==> config.mk <==
export PLATFORM = sky130hd
export DESIGN_NAME = alu_mul_sequencer
export DESIGN_NICKNAME = d
export VERILOG_FILES = /design/src/rtl/alu_mul_sequencer_pkg.sv /design/src/rtl/alu_mul_sequencer.sv
export SDC_FILE = /design/constraint.sdc
export NUM_CORES = 1
export LEC_CHECK = 0
export CAP_MARGIN = 20
export CORE_UTILIZATION = 50
export DETAILED_ROUTE_END_ITERATION = 7
export GPL_ROUTABILITY_DRIVEN = 1
export PLACE_DENSITY = 0.95
export SLEW_MARGIN = 20
export SYNTH_ARGS = -nofsm -noshare
export SYNTH_HDL_FRONTEND = slang
export SYNTH_SLANG_ARGS = --single-unit
export TNS_END_PERCENT = 20
==> constraint.sdc <==
create_clock -name clk -period 3.55 [get_ports clk]
set_input_delay 0.71 -clock clk [delete_from_list [all_inputs] [get_ports clk]]
set_output_delay 0.71 -clock clk [all_outputs]
set_load 0.01 [all_outputs]
==> src/rtl/alu_mul_sequencer_pkg.sv <==
// Shared definitions for the EXE-stage multiply sequencer.
//   - ALU operation encodings used on the shared ALU operand mux
//   - FSM state encoding of the sequencer
//   - default datapath width
package alu_mul_sequencer_pkg;

    localparam int DEFAULT_WIDTH = 16;

    localparam logic [1:0] ALU_OP_AND = 2'b00;
    localparam logic [1:0] ALU_OP_ADD = 2'b01;
    localparam logic [1:0] ALU_OP_SUB = 2'b10;

    typedef enum logic [1:0] {
        ST_IDLE = 2'b00,
        ST_RUN  = 2'b01,
        ST_DONE = 2'b10
    } seq_state_e;

endpackage : alu_mul_sequencer_pkg

==> src/rtl/alu_mul_sequencer.sv <==
// Shift-and-add multiplier that borrows the EXE-stage ALU for its additions.
// One iteration per cycle in which the pipeline does not need the ALU; the
// pipeline always wins, so a pipeline request simply stalls the multiply.
//
// Ports:
//   clk         rising-edge clock
//   reset       asynchronous active-low reset
//   start       multiply request, honoured only when idle
//   op_a, op_b  multiplicand / multiplier, captured on accepted start
//   pipe_req    pipeline needs the ALU this cycle (highest priority)
//   alu_result  result of the shared ALU
//   mul_grant   1 = ALU operands come from this block
//   alu_a/alu_b ALU operands (zero when not granted)
//   alu_op      ALU operation (zero when not granted)
//   busy        multiply in progress (RUN or DONE)
//   done        one-cycle pulse, product valid
//   product     low WIDTH bits of op_a*op_b, held until the next completion
module alu_mul_sequencer
    import alu_mul_sequencer_pkg::*;
#(
    parameter int WIDTH = DEFAULT_WIDTH
) (
    input  logic             clk,
    input  logic             reset,
    input  logic             start,
    input  logic [WIDTH-1:0] op_a,
    input  logic [WIDTH-1:0] op_b,
    input  logic             pipe_req,
    input  logic [WIDTH-1:0] alu_result,
    output logic             mul_grant,
    output logic [WIDTH-1:0] alu_a,
    output logic [WIDTH-1:0] alu_b,
    output logic [1:0]       alu_op,
    output logic             busy,
    output logic             done,
    output logic [WIDTH-1:0] product
);

    localparam int CW = (WIDTH > 1) ? $clog2(WIDTH) : 1;
    localparam logic [CW-1:0] CNT_LAST = CW'(WIDTH - 1);

    seq_state_e       state_q, state_d;
    logic [WIDTH-1:0] acc_q, acc_d;
    logic [WIDTH-1:0] mcand_q, mcand_d;
    logic [WIDTH-1:0] mplier_q, mplier_d;
    logic [CW-1:0]    cnt_q, cnt_d;
    logic [WIDTH-1:0] product_q, product_d;
    logic [WIDTH-1:0] acc_next_s;
    logic             grant_s;

    // Grant is combinational so the pipeline can reclaim the ALU in the same cycle.
    always_comb begin
        grant_s = (state_q == ST_RUN) && !pipe_req;
    end

    // Next-state and datapath update for the sequencer.
    always_comb begin
        state_d    = state_q;
        acc_d      = acc_q;
        mcand_d    = mcand_q;
        mplier_d   = mplier_q;
        cnt_d      = cnt_q;
        product_d  = product_q;
        // Partial sum after this iteration; only add when the multiplier bit is set.
        acc_next_s = mplier_q[0] ? alu_result : acc_q;

        case (state_q)
            ST_IDLE: begin
                // Acceptance does not use the ALU, so pipe_req is irrelevant here.
                if (start) begin
                    state_d  = ST_RUN;
                    acc_d    = '0;
                    mcand_d  = op_a;
                    mplier_d = op_b;
                    cnt_d    = '0;
                end else begin
                    state_d  = ST_IDLE;
                end
            end
            ST_RUN: begin
                if (grant_s) begin
                    acc_d    = acc_next_s;
                    mcand_d  = mcand_q << 1;
                    mplier_d = mplier_q >> 1;
                    cnt_d    = cnt_q + CW'(1);
                    if (cnt_q == CNT_LAST) begin
                        state_d   = ST_DONE;
                        product_d = acc_next_s;
                    end else begin
                        state_d   = ST_RUN;
                    end
                end else begin
                    // Pipeline owns the ALU: freeze everything.
                    state_d = ST_RUN;
                end
            end
            ST_DONE: begin
                state_d = ST_IDLE;
            end
            default: begin
                state_d = ST_IDLE;
            end
        endcase
    end

    // State and datapath registers.
    always_ff @(posedge clk or negedge reset) begin
        if (!reset) begin
            state_q   <= ST_IDLE;
            acc_q     <= '0;
            mcand_q   <= '0;
            mplier_q  <= '0;
            cnt_q     <= '0;
            product_q <= '0;
        end else begin
            state_q   <= state_d;
            acc_q     <= acc_d;
            mcand_q   <= mcand_d;
            mplier_q  <= mplier_d;
            cnt_q     <= cnt_d;
            product_q <= product_d;
        end
    end

    // Output decode: ALU operands are driven only while granted, zero otherwise.
    always_comb begin
        mul_grant = grant_s;
        if (grant_s) begin
            alu_a  = acc_q;
            alu_b  = mcand_q;
            alu_op = ALU_OP_ADD;
        end else begin
            alu_a  = '0;
            alu_b  = '0;
            alu_op = ALU_OP_AND;
        end
        busy    = (state_q == ST_RUN) || (state_q == ST_DONE);
        done    = (state_q == ST_DONE);
        product = product_q;
    end

endmodule : alu_mul_sequencer

# Word level (Yosys, flattened, before mapping)
# Index checks and enable logic that the tools add are counted.
# totals
register_bits	70
inputBits	52
out_inout_bits	53
# op_classes
add_sub_neg	1
eq_ne	5
n_mux	20
reduce_logical	7
# op_table
operator	count
$mux 16	9
$pmux 16 s2	3
$mux 4	2
$pmux 4 s2	1
$reduce_and 3->1	2
$add 4x1->4 const B	1
$eq 4x4->1 const B	1
$mux 2	2
$ne 2x2->1 const B	2
$pmux 2 s2	1
$eq 2x1->1 const B	1
$eq 2x2->1 const B	1
$logic_not 2->1	1
$mux 1	2
$reduce_bool 2->1	1
$logic_and 1x1->1	1
$logic_not 1->1	1
$logic_or 1x1->1	1

# Longest topological paths before layout
# Gate-level depths: netlist of run 1.
# depth
ltp_word	4
depth_mapped	9

# Worst setup path after synthesis of run 1
# OpenSTA, ideal clock, no wires.
# synth_timing
path_type	in2out
startpoint	input port pipe_req
endpoint	output port alu_b[10]
arrival_ns	1.621
required_ns	2.840
slack_ns	1.219
stages	4
cell_sequence	clkbuf_2 > and2b_1 > clkbuf_1 > and2_1
# synth_via
elab_chain_len	3
# synth_lines
item	line	text
start, declared	alu_mul_sequencer.sv:28	input logic pipe_req,
$logic_not 1->1	alu_mul_sequencer.sv:53	grant_s = (state_q == ST_RUN) && !pipe_req;
$logic_and 1x1->1	alu_mul_sequencer.sv:53	
via mul_grant	alu_mul_sequencer.sv:30	output logic mul_grant,
$mux 16	alu_mul_sequencer.sv:128	if (grant_s) begin
end, declared	alu_mul_sequencer.sv:32	output logic [WIDTH-1:0] alu_b,
# The timed path passes the listed nets, and every way through them passes these cells.

# Worst setup path after layout of run 1
# layout_timing
startpoint	input port pipe_req
endpoint	output port alu_b[15]
# layout_via
elab_chain_len	3
# layout_lines
item	line
$logic_not 1->1	alu_mul_sequencer.sv:53
$logic_and 1x1->1	alu_mul_sequencer.sv:53
$mux 16	alu_mul_sequencer.sv:128
# Every way passes these cells.

==> results of run 1 <==
-- metal layers --
layer  track usage  vias to the layer above
li1              -                     1296
met1         0.304                     1264
met2         0.413                       67
met3        0.0435                       16
met4         0.102                        0
met5             0                        -
-- worst register-to-register path: cells and delay by family, from the launching register on --
family | cells | cell delay [ns]
compound gates | 2 | 1.08
buf+inv | 2 | 0.55
flops | 1 | 0.38
fa+ha+maj | 1 | 0.19
-- power by group through the flow --
stage	clock network [mW]	registers (mW)	logic (mW)
after floorplan	0	1.36	0.929
after global placement	0	1.38	1.46
after detailed placement	0	1.40	1.52
after CTS	0.608	1.39	1.53
after global routing	0.645	1.44	1.67
final	0.599	1.39	1.52
-- flip-flops by register name, summed over array words and instances, names as in the netlist --
| name | cells |
|---|---|
| acc_q | 16 |
| mcand_q | 16 |
| mplier_q | 16 |
| product | 16 |
| cnt_q | 4 |
| state_q | 2 |
-- worst min path at each step --
stage / from / end / slack, ns / depth (start not counted)
global placement: mplier_q[3] / mplier_q[3] / 0.46 / 2
global route: reset / acc_q[3] / 0.35 / 1
floorplan: reset / acc_q[0] / 0.41 / 0
finish: reset / acc_q[3] / 0.33 / 1
CTS: reset / acc_q[3] / 0.33 / 1
detailed placement: mplier_q[4] / mplier_q[4] / 0.47 / 2
-- final cells by class --
| cell class | count | area, sq um | area share |
|---|---|---|---|
| Tap cell | 77 | 96.3 | 0.0210 |
| Inverter | 4 | 15.0 | 0.00328 |
| Clock buffer | 13 | 169 | 0.0369 |
| Timing Repair Buffer | 110 | 1090 | 0.238 |
| Clock inverter | 3 | 17.5 | 0.00382 |
| Sequential cell | 70 | 1750 | 0.382 |
| Multi-Input combinational cell | 221 | 1440 | 0.315 |
-- cell usage after synthesis --
cell / instances
a2111oi_0: 1
a21o_1: 2
a21oi_1: 18
a22o_1: 18
a22oi_1: 1
and2_1: 32
and2b_1: 1
and4_1: 1
buf_1: 1
buf_2: 12
buf_4: 3
buf_6: 1
clkbuf_1: 7
clkbuf_2: 1
conb_1: 1
dfrtp_1: 70
ha_1: 4
inv_1: 4
mux2i_1: 47
nand2_1: 36
nand2b_1: 1
nand3_1: 1
nor2_1: 18
nor2_2: 1
nor2b_1: 1
nor3_1: 1
o21ai_0: 34
o221ai_1: 1
or4_1: 1
-- metrics by stage --
stage                     hold WS, ns  power (mW)  setup slack (ns)  cells
after floorplan                 0.414        2.29              1.22    320
after global placement          0.462        2.83             0.352    481
after detailed placement        0.470        2.92             0.293    482
after CTS                       0.332        3.53             0.281    498
after global routing            0.349        3.75             0.173    498
final                           0.326        3.51             0.276    498
-- logic make-up after synthesis --
family	synth area share
other cells	0.00113
mux	0.141
compound gates	0.137
flops	0.526
simple gates	0.137
fa+ha+maj	0.0150
buf+inv	0.0432
==> impl_metrics.env, run 1 <==
export IMPL_status="completed"
export IMPL_utilization=0.717
export IMPL_ir_drop_v=0.000585
export IMPL_rr_startpoint="state_q[1]"
export IMPL_synthDistinctLibCells=29
export IMPL_drt_initial_drc_count=123
export IMPL_root_buffer="clkbuf_8"
export IMPL_synth_area_leaders="dfrtp_1 (53%), mux2i_1 (14%), and2_1 (6.0%), o21ai_0 (5.1%), a22o_1 (4.7%)"
export IMPL_syn_area_sq_um=3330
export IMPL_rrSetupSlack_ns=1.17
export IMPL_max_slew_margin=0.388
export IMPL_worst_pin_slew_ns=0.919
export IMPL_track_usage=0.242
export IMPL_setup_viol=0
export IMPL_drive_above_1_share=0.0618
export IMPL_layout_commonest_cell="clkdlybuf4s50_1"
export IMPL_grt_overflow=0
export IMPL_power_density_nw_per_um2=766
export IMPL_fin_worst_skew_ns=0.0106
export IMPL_worstPathMaxFanout=36
export IMPL_fin_crit_sh=0.922
export IMPL_initial_core_util=0.522
export IMPL_worst_path_stages=5
export IMPL_p_seq_frac=0.397
export IMPL_required_ns=2.84
export IMPL_r2r_cells=5
export IMPL_arrival_ns=2.56
export IMPL_clk_pin_slew_ns=0.07
export IMPL_syn_inst=320
export IMPL_dieWidth_um=83.6
export IMPL_gp_congestion=0.769
export IMPL_wl_met2_mm=4.16
export IMPL_fp_row_count=29
export IMPL_critical_path_max_stage_delay_ns=0.55
export IMPL_cp_slowest_cell="clkdlybuf4s50_1"
export IMPL_critPathLaunchType="input pin"
export IMPL_synth_top_area_frac=0.526
export IMPL_met3_length_um=284
export IMPL_leakagePower_nw=2.13
export IMPL_fp_dieH_um=83.6
export IMPL_wl_per_cell_um=16.0
export IMPL_wl_mm=7.95
export IMPL_crit_type="in -> out"
export IMPL_rsz0062_at_grt="false"
export IMPL_cts_buffers=9
export IMPL_clkPwrFrac=0.171
export IMPL_clock_latency_ns=0.35
export IMPL_cts_hold_fix_buffers=0
export IMPL_crit_end="alu_b[15]"
export IMPL_htreeDepth=3
export IMPL_hpwl_mm=5.50
export IMPL_portBuffers=103
export IMPL_ios=105
export IMPL_cp_top_family="buffers and inverters"
export IMPL_area_growth_pct=37.5
export IMPL_hold_viol=0
export IMPL_drtPass1Iterations=4
export IMPL_post_cts_resized=0
export IMPL_hold_path_class="in -> async"
export IMPL_fin_tns_setup_ns=0
export IMPL_combPwrFrac=0.433
export IMPL_grt_pass1_wl_mm=13.2
export IMPL_finalMaxSlewViolations=0
export IMPL_synth_net_count=376
export IMPL_dpl_cell_area_sq_um=4400
export IMPL_synth_seq_area_share=0.526
export IMPL_period_needed_ns=3.27
export IMPL_syn_avg_cell_area_sq_um=10.4
export IMPL_p_switching_mw=1.27
export IMPL_worstReg2RegEnd="mplier_q[7]"
export IMPL_cts_tree="yes"
export IMPL_vias=2643
export IMPL_switching_share=0.361
export IMPL_clock_fmax_mhz=305
export IMPL_grt_max_degree=66
export IMPL_drtAntennaViolNets=0
export IMPL_cts_setup_buffers=0
export IMPL_antennaDiodeCount=0
export IMPL_viasPerCell=5.31
export IMPL_internal_power_mw=2.24
export IMPL_cts_sinks=70
export IMPL_yosys_warnings=0
export IMPL_grt_pass1_vias=2698
export IMPL_maxCapViolations=0
export IMPL_critPathCaptureType="output port"
export IMPL_cts_buffer_depth=2
export IMPL_path_cells="clkdlybuf4s50_1 -> and2b_1 -> buf_4 -> and2_1 -> clkdlybuf4s50_1"
export IMPL_design_area_sq_um=4580
export IMPL_top_layer="met4"
export IMPL_finish_net_count=472
export IMPL_cpMostUsedCell="clkdlybuf4s50_1"
export IMPL_crit_start="pipe_req"
export IMPL_synth_seq_cells=70
export IMPL_crit_buf_inv=3
export IMPL_mostFrequentLayoutCells="clkdlybuf4s50_1 (102), dfrtp_1 (70), mux2i_1 (47), nand2_1 (36), o21ai_0 (34)"
export IMPL_antenna_found_initial=0
export IMPL_core_area_sq_um=6390
export IMPL_synth_top_area_cell="dfrtp_1"
export IMPL_remaining_drc_errors=0
export IMPL_dieArea_sq_um=7000
export IMPL_m1WireLength_mm=3.33
export IMPL_fillers=479
(Power assumes the default switching activity.)
==> run 2: changes to the inputs <==
--- a/config.mk
+++ b/config.mk
@@ -5,7 +5,9 @@
 export SDC_FILE = /design/constraint.sdc
 export NUM_CORES = 1
 export LEC_CHECK = 0
+export ABC_CLOCK_PERIOD_IN_PS = 3550
 export CAP_MARGIN = 20
+export CORE_MARGIN = 3
 export CORE_UTILIZATION = 50
 export DETAILED_ROUTE_END_ITERATION = 7
 export GPL_ROUTABILITY_DRIVEN = 1
==> run 2 against run 1 <==
Against the previous run: setup slack worse by 0.043 ns; die area is 9.8% higher; worst hold slack better by 0.13 ns; sequential power hardly changed; wire length is 3.0% lower; cell area is 0.55% higher; clock skew is 0.0038 ns lower; clock-buffer cell count stayed put; non-clock buffer count is 1 lower; via count is 2.3% higher; utilization hardly changed.
==> impl_metrics.env, run 2 (synthesis gave the netlist of run 1 again) <==
export IMPL_status="completed"
export IMPL_period_needed_ns=3.32
export IMPL_layout_commonest_cell="clkdlybuf4s50_1"
export IMPL_crit_buf_inv=3
export IMPL_worstReg2RegEnd="cnt_q[3]"
export IMPL_power_density_nw_per_um2=776
export IMPL_viasPerCell=5.44
export IMPL_rsz0062_at_grt="false"
export IMPL_path_cells="clkdlybuf4s50_1 -> and2b_1 -> buf_4 -> and2_1 -> clkdlybuf4s50_1"
export IMPL_maxCapViolations=0
export IMPL_wl_mm=7.71
export IMPL_cp_top_family="buffers and inverters"
export IMPL_required_ns=2.84
export IMPL_hold_path_class="in -> async"
export IMPL_grt_overflow=0
export IMPL_remaining_drc_errors=0
export IMPL_finalMaxSlewViolations=0
export IMPL_clk_pin_slew_ns=0.07
export IMPL_fin_worst_skew_ns=0.00681
export IMPL_core_area_sq_um=6420
export IMPL_cpMostUsedCell="clkdlybuf4s50_1"
export IMPL_max_slew_margin=0.385
export IMPL_setup_viol=0
export IMPL_fp_dieH_um=87.6
export IMPL_htreeDepth=3
export IMPL_cts_tree="yes"
export IMPL_hold_slack_ns=0.452
export IMPL_portBuffers=103
export IMPL_cts_setup_buffers=0
export IMPL_cts_hold_fix_buffers=0
export IMPL_clock_latency_ns=0.32
export IMPL_critPathCaptureType="output port"
export IMPL_ios=105
export IMPL_arrival_ns=2.61
export IMPL_hpwl_mm=5.52
export IMPL_area_growth_pct=38.2
export IMPL_finish_net_count=471
export IMPL_fin_crit_sh=0.934
export IMPL_r2r_cells=7
export IMPL_grt_pass1_wl_mm=12.7
export IMPL_worst_path_stages=5
export IMPL_wl_per_cell_um=15.5
export IMPL_crit_type="in -> out"
export IMPL_dieArea_sq_um=7680
export IMPL_gp_congestion=0.788
export IMPL_grt_pass1_vias=2705
export IMPL_fp_row_count=29
export IMPL_leakagePower_nw=2.14
export IMPL_cts_sinks=70
export IMPL_clock_fmax_mhz=302
export IMPL_drive_above_1_share=0.0619
export IMPL_critical_path_max_stage_delay_ns=0.55
export IMPL_initial_core_util=0.519
export IMPL_drtAntennaViolNets=0
export IMPL_ir_drop_v=0.000343
export IMPL_mostFrequentLayoutCells="clkdlybuf4s50_1 (102), dfrtp_1 (70), mux2i_1 (47), nand2_1 (36), o21ai_0 (34)"
export IMPL_antenna_found_initial=0
export IMPL_cts_buffer_depth=2
export IMPL_fin_tns_setup_ns=0
export IMPL_hold_viol=0
export IMPL_cp_slowest_cell="clkdlybuf4s50_1"
export IMPL_dieWidth_um=87.6
export IMPL_drtPass1Iterations=4
export IMPL_rrSetupSlack_ns=0.81
export IMPL_rr_startpoint="state_q[1]"
export IMPL_track_usage=0.209
export IMPL_antennaDiodeCount=0
export IMPL_critPathLaunchType="input pin"
export IMPL_drt_initial_drc_count=115
export IMPL_vias=2703
export IMPL_worstPathMaxFanout=18
export IMPL_cts_buffers=9
export IMPL_post_cts_resized=0
export IMPL_worst_pin_slew_ns=0.923
export IMPL_grt_max_degree=66
export IMPL_root_buffer="clkbuf_8"
## run 2: changes by cell type in the layout (fill, tap and decap cells not counted), sizes merged
| cell | previous run | this run |
|---|---|---|
| buf | 8 | 7 |
| bufinv | 0 | 1 |
| clkinvlp | 1 | 0 |
## run 2: final cells by class
class | instances | area, sq um
Clock buffer | 13 | 179
Timing Repair Buffer | 109 | 1080
Fill cell | 459 | 1820
Clock inverter | 3 | 40.0
Sequential cell | 70 | 1750
Tap cell | 77 | 96.3
Inverter | 4 | 15.0
Multi-Input combinational cell | 221 | 1440
## run 2: worst register-to-register path, cell delays in order (launching register included)
cell and delay (ns):
dfrtp_1 0.38, inv_1 0.08, ha_2 0.17, buf_4 0.48, mux2i_1 0.31, a21o_2 0.57
or4_1 0.62, nand2_1 0.08
## run 2: metal layers
layer,track usage,wire (um)
met3,0.0254,326
met5,0,0
met2,0.356,4010
met4,0.0851,125
met1,0.272,3240
## run 2: worst max-delay path by stage
stage,start,endpoint
3_3_place_gp,pipe_req,alu_b[6]
5_1_grt,pipe_req,alu_b[9]
4_1_cts,pipe_req,alu_b[9]
3_5_place_dp,pipe_req,alu_b[9]
2_1_floorplan,pipe_req,alu_b[10]
6_report,pipe_req,alu_b[9]
## run 2: metrics by stage
stage	area (sq um)	std cells	power [mW]	worst slack, ns	utilization
2_1_floorplan	3330	320	2.29	1.22	-
3_3_place_gp	4390	481	2.84	0.335	0.683
3_5_place_dp	4390	481	2.93	0.249	0.683
4_1_cts	4610	497	3.62	0.219	0.717
5_1_grt	4610	497	3.84	0.101	0.717
6_report	4610	497	3.58	0.233	0.717
## run 2: where the power goes
group | leakage [nW] | internal [mW] | switching [mW]
combinational | 1.13 | 0.788 | 0.738
sequential | 0.898 | 1.15 | 0.229
clock | 0.115 | 0.399 | 0.275
